[src/rtl/multicycle_control.sv]
// rtl/multicycle_control.sv - Moore multicycle control unit for the 16-bit datapath
//
// Ports:
//   CLK, RST_N            clock (rising edge), asynchronous active-low reset
//   Opcode, Zero          IR[15:12] and ALU zero flag
//   MemReady              memory access completes in the cycle it is high
//   current_state         registered state, next_state combinational next state
//   PCWrite..PCSource     datapath control lines (Moore decode of current_state)
//   Halted                high while parked in HALT
//   InstrCount            retired-instruction counter, wraps

module multicycle_control #(
    parameter int STATE_W = 5,
    parameter int CNT_W   = 16
) (
    input  logic               CLK,
    input  logic               RST_N,
    input  logic [3:0]         Opcode,
    input  logic               Zero,
    input  logic               MemReady,
    output logic [STATE_W-1:0] current_state,
    output logic [STATE_W-1:0] next_state,
    output logic               PCWrite,
    output logic               IorD,
    output logic               MemRead,
    output logic               MemWrite,
    output logic               IRWrite,
    output logic               RegDst,
    output logic               MemtoReg,
    output logic               GRegWrite,
    output logic               ALUSrcA,
    output logic [1:0]         ALUSrcB,
    output logic [2:0]         ALUOp,
    output logic [1:0]         PCSource,
    output logic               Halted,
    output logic [CNT_W-1:0]   InstrCount
);

    typedef enum logic [STATE_W-1:0] {
        S_FETCH     = STATE_W'(0),
        S_DECODE    = STATE_W'(1),
        S_MEM_ADDR  = STATE_W'(2),
        S_MEM_READ  = STATE_W'(3),
        S_MEM_WB    = STATE_W'(4),
        S_MEM_WRITE = STATE_W'(5),
        S_R_EXEC    = STATE_W'(6),
        S_R_WB      = STATE_W'(7),
        S_BRANCH    = STATE_W'(8),
        S_JUMP      = STATE_W'(9),
        S_I_EXEC    = STATE_W'(10),
        S_I_WB      = STATE_W'(11),
        S_HALT      = STATE_W'(12)
    } state_t;

    localparam logic [3:0] OP_RTYPE = 4'h0;
    localparam logic [3:0] OP_ADDI  = 4'h1;
    localparam logic [3:0] OP_LW    = 4'h2;
    localparam logic [3:0] OP_SW    = 4'h3;
    localparam logic [3:0] OP_BEQ   = 4'h4;
    localparam logic [3:0] OP_BNE   = 4'h5;
    localparam logic [3:0] OP_J     = 4'h6;
    localparam logic [3:0] OP_HALT  = 4'hF;

    localparam logic [2:0] ALU_ADD   = 3'd0;
    localparam logic [2:0] ALU_SUB   = 3'd1;
    localparam logic [2:0] ALU_FUNCT = 3'd2;

    state_t            state_q;
    state_t            state_d;
    logic [CNT_W-1:0]  count_q;

    always_ff @(posedge CLK or negedge RST_N) begin
        if (!RST_N) begin
            state_q <= S_FETCH;
        end else begin
            state_q <= state_d;
        end
    end

    // An instruction retires on any entry into FETCH from a non-FETCH state;
    // HALT never reaches FETCH and FETCH stalls are FETCH->FETCH.
    always_ff @(posedge CLK or negedge RST_N) begin
        if (!RST_N) begin
            count_q <= '0;
        end else if (state_d == S_FETCH && state_q != S_FETCH) begin
            count_q <= count_q + CNT_W'(1);
        end
    end

    always_comb begin
        state_d = S_FETCH;
        case (state_q)
            S_FETCH:     state_d = MemReady ? S_DECODE : S_FETCH;
            S_DECODE: begin
                case (Opcode)
                    OP_RTYPE:      state_d = S_R_EXEC;
                    OP_ADDI:       state_d = S_I_EXEC;
                    OP_LW, OP_SW:  state_d = S_MEM_ADDR;
                    OP_BEQ, OP_BNE: state_d = S_BRANCH;
                    OP_J:          state_d = S_JUMP;
                    OP_HALT:       state_d = S_HALT;
                    default:       state_d = S_FETCH;
                endcase
            end
            S_MEM_ADDR: begin
                if (Opcode == OP_LW) begin
                    state_d = S_MEM_READ;
                end else if (Opcode == OP_SW) begin
                    state_d = S_MEM_WRITE;
                end else begin
                    state_d = S_FETCH;
                end
            end
            S_MEM_READ:  state_d = MemReady ? S_MEM_WB : S_MEM_READ;
            S_MEM_WB:    state_d = S_FETCH;
            S_MEM_WRITE: state_d = MemReady ? S_FETCH : S_MEM_WRITE;
            S_R_EXEC:    state_d = S_R_WB;
            S_R_WB:      state_d = S_FETCH;
            S_BRANCH:    state_d = S_FETCH;
            S_JUMP:      state_d = S_FETCH;
            S_I_EXEC:    state_d = S_I_WB;
            S_I_WB:      state_d = S_FETCH;
            S_HALT:      state_d = S_HALT;
            default:     state_d = S_FETCH;
        endcase
    end

    always_comb begin
        PCWrite   = 1'b0;
        IorD      = 1'b0;
        MemRead   = 1'b0;
        MemWrite  = 1'b0;
        IRWrite   = 1'b0;
        RegDst    = 1'b0;
        MemtoReg  = 1'b0;
        GRegWrite = 1'b0;
        ALUSrcA   = 1'b0;
        ALUSrcB   = 2'd0;
        ALUOp     = ALU_ADD;
        PCSource  = 2'd0;
        Halted    = 1'b0;
        case (state_q)
            S_FETCH: begin
                // PC+1 and IR load only commit in the cycle memory delivers.
                MemRead = 1'b1;
                IRWrite = MemReady;
                ALUSrcB = 2'd1;
                PCWrite = MemReady;
            end
            S_DECODE: begin
                // Branch target precomputed while the opcode is being decoded.
                ALUSrcB = 2'd3;
            end
            S_MEM_ADDR: begin
                ALUSrcA = 1'b1;
                ALUSrcB = 2'd2;
            end
            S_MEM_READ: begin
                MemRead = 1'b1;
                IorD    = 1'b1;
            end
            S_MEM_WB: begin
                GRegWrite = 1'b1;
                MemtoReg  = 1'b1;
            end
            S_MEM_WRITE: begin
                MemWrite = 1'b1;
                IorD     = 1'b1;
            end
            S_R_EXEC: begin
                ALUSrcA = 1'b1;
                ALUOp   = ALU_FUNCT;
            end
            S_R_WB: begin
                GRegWrite = 1'b1;
                RegDst    = 1'b1;
            end
            S_BRANCH: begin
                ALUSrcA  = 1'b1;
                ALUOp    = ALU_SUB;
                PCSource = 2'd1;
                if (Opcode == OP_BEQ) begin
                    PCWrite = Zero;
                end else if (Opcode == OP_BNE) begin
                    PCWrite = ~Zero;
                end
            end
            S_JUMP: begin
                PCSource = 2'd2;
                PCWrite  = 1'b1;
            end
            S_I_EXEC: begin
                ALUSrcA = 1'b1;
                ALUSrcB = 2'd2;
            end
            S_I_WB: begin
                GRegWrite = 1'b1;
            end
            S_HALT: begin
                Halted = 1'b1;
            end
            default: begin
            end
        endcase
    end

    assign current_state = state_q;
    assign next_state    = state_d;
    assign InstrCount    = count_q;

endmodule

[config.mk]
export PLATFORM = sky130hd
export DESIGN_NAME = multicycle_control
export DESIGN_NICKNAME = d
export VERILOG_FILES = /design/src/rtl/multicycle_control.sv
export SDC_FILE = /design/constraint.sdc
export NUM_CORES = 1
export LEC_CHECK = 0
export BUFFER_PORTS_ARGS = -buffer_cell sky130_fd_sc_hd__buf_2
export CAP_MARGIN = 25
export CORE_MARGIN = 3
export CORE_UTILIZATION = 35
export CTS_BUF_LIST = sky130_fd_sc_hd__clkbuf_2
export CTS_CLUSTER_DIAMETER = 80
export DETAILED_ROUTE_END_ITERATION = 10
export PLACE_DENSITY = 0.65
export SLEW_MARGIN = 0
export SYNTH_ARGS = -nofsm -noshare
export SYNTH_HDL_FRONTEND = slang
export SYNTH_SLANG_ARGS = --single-unit
[constraint.sdc]
create_clock -name CLK -period 2.3 [get_ports CLK]
set_clock_uncertainty 0.1 [all_clocks]
set_input_delay 0.23 -clock CLK [delete_from_list [all_inputs] [get_ports CLK]]
set_output_delay 0.23 -clock CLK [all_outputs]
set_load 0.005 [all_outputs]
==> results_dict.tcl, run 1 <==
set metrics [dict create \
    outcome "complete, but fails checks" \
    violations "setup timing" \
    ctsLongestPathBuffers 2 \
    die_area_mm2 0.00479 \
    synthTopCellsByCount "dfrtp_1 (20), nor2_1 (16), xor2_1 (12)" \
    worst-slew-pin-transition_ns 0.508 \
    min_path_type "in -> async" \
    final_nets 242 \
    met3_usage_pct 1.59 \
    cts.root.buffer_cell "clkbuf_2" \
    antenna_found_initial 0 \
    ff2ff_path_depth 8 \
    clock_insertion_delay_worst_skew_ns 0.32 \
    grt_remaining_overflow 0 \
    cpMaxStageDelayCell "dfrtp_2" \
    die_x_um 69.2 \
    synth_enable_flop_cells 0 \
    leakage_nw 1.04 \
    vias 1354 \
    place.gp.congestion 0.809 \
    global_route.usage.met2_pct 24.8 \
    place.detailed.instances 265 \
    drt-pass1-iter-count 4 \
    layoutNonFillerInstCount 280 \
    end_kind "register" \
    place.detailed.hpwl_mm 2.60 \
    antenna_violating_nets_post_route 0 \
    insertedDiodeCount 0 \
    tritoncts_clock_tree "done" \
    relSlewSlack_pct 66.0 \
    unrepaired_setup_endpoints_after_global_routing "yes" \
    detail_route.drc_violations 0 \
    synthesis.area_per_instance_um2 9.21 \
    synthDominantCellAreaShare_pct 35.7 \
    grt_pass1_vias 1311 \
    power_mw 2.18 \
    timing.final.hold_violations 0 \
    synth_seq_cells 20 \
    proportion_of_register_bits_with_asynchronous_set_or_reset_after_synthesis_pct 100 \
    max_cap_viol_count 0 \
    fmax_mhz 399 \
    placedInstanceArea_mm2 0.00182 \
    cp_slowest_stage_delay_ns 0.48 \
    number_of_port_buffers 47 \
    drive_gt1_share_pct 51.7 \
    std_cell_rows 22 \
    starting_density_of_the_core_pct 37.1 \
    power.ir.vdd_worst_uv 504 \
    synth_area_mm2 0.00140 \
    die_height_um 69.2 \
    route.detailed.wl_per_inst_um 13.4 \
    tritoncts.num_buffers 3 \
    worstSetupStartpointType "register" \
    netlist-cell-type-count 46 \
    crit_required_ns 2.45 \
    wl_mm 3.75 \
    seq_area_frac_synth_pct 35.7 \
    grt_pass1_wl_mm 6.07 \
    synth-main-ff-cell "dfrtp_1" \
    critPathMaxFanout 7 \
    crit_type "reg -> reg" \
    synth_largest_area_cell "dfrtp_1" \
    pin_count_of_the_biggest_net_entering_global_routing 21 \
    power.density_mw_per_mm2 1050 \
    relative_area_change_from_synthesis_to_final_layout_pct 48.8 \
    synth_cells 152 \
    post-route-period-util_pct 109 \
    clock_slew_seen_by_the_registers_of_the_worst_setup_and_hold_paths_ns 0.21 \
    n_fill_cell 353 \
    multiInputGateArea_um2 866 \
    drt_iter0_markers 43 \
    ff_latch_area_um2 505 \
    synth_most_common_cell "dfrtp_1" \
    placeableCoreArea_mm2 0.00377 \
    layout.cell_area.non_filler_mm2 0.00208 \
    final.setup.worst_slack_ns -0.205 \
    global_route.peak_usage_layer "met2" \
    final-max-slew-violation-count 0 \
    floorplan.io_pins 51 \
    synth_warnings 0 \
    drt-vias-per-instance 4.84 \
    grtUsageTotal_pct 15.1 \
    synth_top_cells_by_area "dfrtp_1 (36%), xor2_1 (7.5%), buf_6 (4.8%)" \
    critical_path_arrival_ns 2.66 \
    htreeDepth 1 \
    sinks_on_clock_net 20 \
    cp_cell_sequence "buf_6 > nand4bb_1 > a31oi_1 > a2111o_1 > or4_4 > buf_8 > nor4_4 > xor2_1" \
    period_minus_slack_ns 2.51 \
    globalRouteMet1Util_pct 20.9 \
    count_of_final_setup_violators 18 \
]
==> critical path: cells and delay by family, from the launching register on <==
kind / cells / cell delay, ns
flops: 1 / 0.48
buf+inv: 2 / 0.30
simple gates: 3 / 0.83
xor+xnor: 1 / 0.22
compound gates: 2 / 0.52
==> placed cells by master (no fill, tap or decap), types with 3 or more instances in the layout <==
| cell | instances |
|---|---|
| a21oi_1 | 4 |
| and3_1 | 3 |
| buf_2 | 47 |
| buf_4 | 31 |
| buf_6 | 6 |
| clkbuf_2 | 3 |
| conb_1 | 3 |
| dfrtp_1 | 16 |
| dfrtp_2 | 4 |
| inv_1 | 5 |
| nand2_1 | 9 |
| nand2b_1 | 4 |
| nand3_1 | 4 |
| nor2_1 | 13 |
| nor3_1 | 5 |
| nor3_2 | 7 |
| nor4_4 | 3 |
| xnor2_1 | 7 |
| xor2_1 | 12 |
==> kinds of logic after synthesis <==
logic type | share of synthesized area [%]
other | 0.268
adder cells (fa/ha/maj) | 0.894
buffers and inverters | 9.65
XOR/XNOR | 11.9
flip-flops | 35.7
AO/OA/AOI/OAI | 8.13
AND/OR/NAND/NOR | 32.6
multiplexers | 0.804
==> power breakdown <==
part / internal (mW) / total, mW / switching (mW)
Sequential: 0.436 / 0.550 / 0.114
Combinational: 0.710 / 1.37 / 0.657
Clock: 0.150 / 0.266 / 0.116
==> timing repair <==
action	CTS	global route
buffers inserted	5	4
endpoints found under the hold margin	20	0
cloned	1	0
pin swaps	3	3
hold buffers	1	0
endpoints found under the setup margin	20	21
resized for setup	19	14
==> per-layer routing <==
layer  vias up  share of wire, %
li1        682                 -
met2        42                48
met1       628                47
met4         0              0.51
met3         2               4.5
met5         -                 0
==> worst paths after layout <==
kind	from	endpoint	slack, ns
min reg2reg	InstrCount[15]$_DFFE_PN0P_	InstrCount[15]$_DFFE_PN0P_	0.39
max in group asynchronous	RST_N	current_state[3]$_DFF_PN0_	1.52
min	RST_N	InstrCount[7]$_DFFE_PN0P_	0.25
max	current_state[1]$_DFF_PN0_	InstrCount[10]$_DFFE_PN0P_	-0.21
min in group CLK	MemReady	current_state[0]$_DFF_PN0_	0.29
max reg2reg	current_state[1]$_DFF_PN0_	InstrCount[10]$_DFFE_PN0P_	-0.21
==> stage by stage <==
step / util (%) / hold WS, ns / TNS (ns) / setup slack [ns]
after floorplan: - / -0.166 / -0.199 / -0.0476
after global placement: 48.4 / 0.103 / -1.57 / -0.160
after detailed placement: 48.4 / 0.108 / -2.13 / -0.213
after CTS: 52.6 / 0.246 / -1.58 / -0.132
after global routing: 55.2 / 0.262 / -3.99 / -0.347
final: 55.2 / 0.252 / -1.92 / -0.205
==> flip-flops by register name (all words and copies together), names as in the netlist <==
register       cells
current_state      4
InstrCount        16
==> area by class of cell <==
cell class	count	share of cell area, %
Clock buffer	3	0.721
Clock inverter	1	1.44
Inverter	5	0.901
Multi-Input combinational cell	115	41.6
Sequential cell	20	24.3
Tap cell	48	2.88
Timing Repair Buffer	88	28.2
Power figures use the tool's default switching activity.
==> run 2: changes to the inputs <==
--- a/config.mk
+++ b/config.mk
@@ -8,11 +8,11 @@
 export BUFFER_PORTS_ARGS = -buffer_cell sky130_fd_sc_hd__buf_2
 export CAP_MARGIN = 25
 export CORE_MARGIN = 3
-export CORE_UTILIZATION = 35
+export CORE_UTILIZATION = 46
 export CTS_BUF_LIST = sky130_fd_sc_hd__clkbuf_2
 export CTS_CLUSTER_DIAMETER = 80
 export DETAILED_ROUTE_END_ITERATION = 10
-export PLACE_DENSITY = 0.65
+export PLACE_DENSITY = 0.81
 export SLEW_MARGIN = 0
 export SYNTH_ARGS = -nofsm -noshare
 export SYNTH_HDL_FRONTEND = slang
==> run 2 against run 1 <==
Net effect:
- the flow still finishes with violations (setup timing)
- combinational power is 20% higher
- maximum frequency is 0.42% higher
- critical path type unchanged
- non-clock buffer count is 8 higher
- cell count is 3.2% lower
- sequential power is 3% lower
- first-iteration DRC count grew to 2.6 times the previous value
- sequential share of layout area is 1.4 points lower
==> results_dict.tcl, run 2 (synthesis gave the netlist of run 1 again) <==
set metrics [dict create \
    final_common_cell "buf_2" \
    number_of_port_buffers 47 \
    antenna_found_initial 0 \
    leakage_nw 1.13 \
    min_path_type "in -> async" \
    final.setup.worst_slack_ns -0.195 \
    fmax_mhz 401 \
    htreeDepth 1 \
    layout.cell_area.non_filler_mm2 0.00221 \
    grtUsageTotal_pct 20.9 \
    grt_remaining_overflow 0 \
    internal_power_mw 1.45 \
    die_area_mm2 0.00374 \
    place.gp.congestion 0.883 \
    drt_iter0_markers 111 \
    power.density_mw_per_mm2 1110 \
    max_cap_viol_count 0 \
    period_minus_slack_ns 2.49 \
    outcome "complete, but fails checks" \
    worst-slew-pin-transition_ns 0.649 \
    final-max-slew-violation-count 0 \
    final_nets 250 \
    timing.reg2reg.setup_slack_ns -0.19 \
    route.detailed.wl_per_inst_um 15.3 \
    crit_type "reg -> reg" \
    antenna_violating_nets_post_route 0 \
    pin_count_of_the_biggest_net_entering_global_routing 21 \
    std_cell_rows 19 \
    tritoncts_clock_tree "done" \
    pre_cts_slack_ns -0.222 \
    drt-vias-per-instance 5.49 \
    clock_slew_seen_by_the_registers_of_the_worst_setup_and_hold_paths_ns 0.20 \
    relative_area_change_from_synthesis_to_final_layout_pct 57.7 \
    vias 1489 \
    clock_insertion_delay_worst_skew_ns 0.31 \
    violations "setup timing" \
    power.switching_fraction_pct 40.7 \
    count_of_final_setup_violators 17 \
    p_sw_mw 0.994 \
    end_kind "register" \
    final.hold.worst_slack_ns 0.248 \
    die_height_um 61.2 \
    wl_mm 4.15 \
    finish.utilization_pct 78.1 \
    critPathMaxFanout 10 \
    crit_required_ns 2.46 \
    n_fill_cell 196 \
    power.ir.vdd_worst_uv 670 \
    place.detailed.hpwl_mm 2.55 \
    floorplan.io_pins 51 \
    detail_route.drc_violations 0 \
    placeableCoreArea_mm2 0.00283 \
    mostFrequentLayoutCells "buf_2 (45), buf_4 (37), dfrtp_1 (16)" \
    insertedDiodeCount 0 \
    drive_gt1_share_pct 55.0 \
    die_x_um 61.2 \
    clkPwrFrac_pct 10.7 \
    drt-pass1-iter-count 4 \
    comb_power_share_pct 67.6 \
    ctsLongestPathBuffers 2 \
    starting_density_of_the_core_pct 49.5 \
    grt_pass1_vias 1348 \
    critical_path_arrival_ns 2.65 \
    placedInstanceArea_mm2 0.00179 \
    sinks_on_clock_net 20 \
    post-route-period-util_pct 108 \
    cts.root.buffer_cell "clkbuf_2" \
    grt_pass1_wl_mm 6.00 \
    timing.final.hold_violations 0 \
    relSlewSlack_pct 56.6 \
    layoutNonFillerInstCount 271 \
    worstSetupStartpointType "register" \
    place.detailed.instances 246 \
    seqPwrFrac_pct 21.8 \
    unrepaired_setup_endpoints_after_global_routing "yes" \
    tritoncts.num_buffers 3 \
    flip_flop_count_of_the_largest_register_after_layout 16 \
]
[run 2: changes by cell type in the layout (fill, tap and decap cells not counted), sizes merged]
cell	change
buf	+9
clkbuf	-1
[run 2: through the flow]
stage / setup TNS [ns] / total power [mW]
after CTS: -0.872 / 2.19
after detailed placement: -2.28 / 1.64
final: -2.05 / 2.44
after global placement: -1.68 / 1.61
after floorplan: -0.199 / 1.23
after global routing: -3.42 / 2.59
[run 2: path summary, 6_finish.rpt]
check	startpoint	to	depth (start not counted)
hold reg to reg	InstrCount[15]$_DFFE_PN0P_	InstrCount[15]$_DFFE_PN0P_	1
max in group asynchronous	RST_N	current_state[2]$_DFF_PN0_	2
hold / removal	RST_N	InstrCount[5]$_DFFE_PN0P_	2
setup / recovery	current_state[3]$_DFF_PN0_	InstrCount[14]$_DFFE_PN0P_	9
min in group CLK	MemReady	current_state[0]$_DFF_PN0_	5
setup reg to reg	current_state[3]$_DFF_PN0_	InstrCount[14]$_DFFE_PN0P_	9
[run 2: layer usage]
layer / routed length (um) / vias to the layer above / global-route usage (%)
li1: - / 696 / -
met5: 0 / - / 0
met1: 1690 / 718 / 26.3
met3: 231 / 6 / 1.47
met4: 65 / 0 / 9.60
met2: 2160 / 69 / 36.4
[run 2: timing repair]
action,4_1_cts,5_1_grt
endpoints found under the setup margin,19,21
hold buffers,1,0
pin swaps,2,10
endpoints found under the hold margin,20,0
gates resized for setup,28,24
setup buffers,13,7
[run 2: area by class of cell]
type | instances | area (um^2) | share of cell area, %
Multi-Input combinational cell | 115 | 928 | 42.0
Timing Repair Buffer | 96 | 672 | 30.4
Sequential cell | 20 | 505 | 22.9
Tap cell | 31 | 38.8 | 1.76
Clock inverter | 1 | 30.0 | 1.36
Inverter | 5 | 18.8 | 0.850
Clock buffer | 3 | 15.0 | 0.680
[run 2: power by group through the flow]
stage	logic (mW)	clock network [mW]	registers (mW)
global placement	1.05	0	0.563
floorplan	0.712	0	0.521
global route	1.77	0.279	0.540
CTS	1.38	0.261	0.547
finish	1.65	0.260	0.531
detailed placement	1.07	0	0.568
[run 2: worst max-delay path, cell delays in order, from the launching register on]
cell and delay, ns:
dfrtp_2 0.48, buf_12 0.15, xnor2_1 0.25, o21ai_1 0.09
a22o_1 0.23, or4_4 0.51, buf_6 0.16, buf_6 0.13
nor3_4 0.19, xnor2_1 0.14
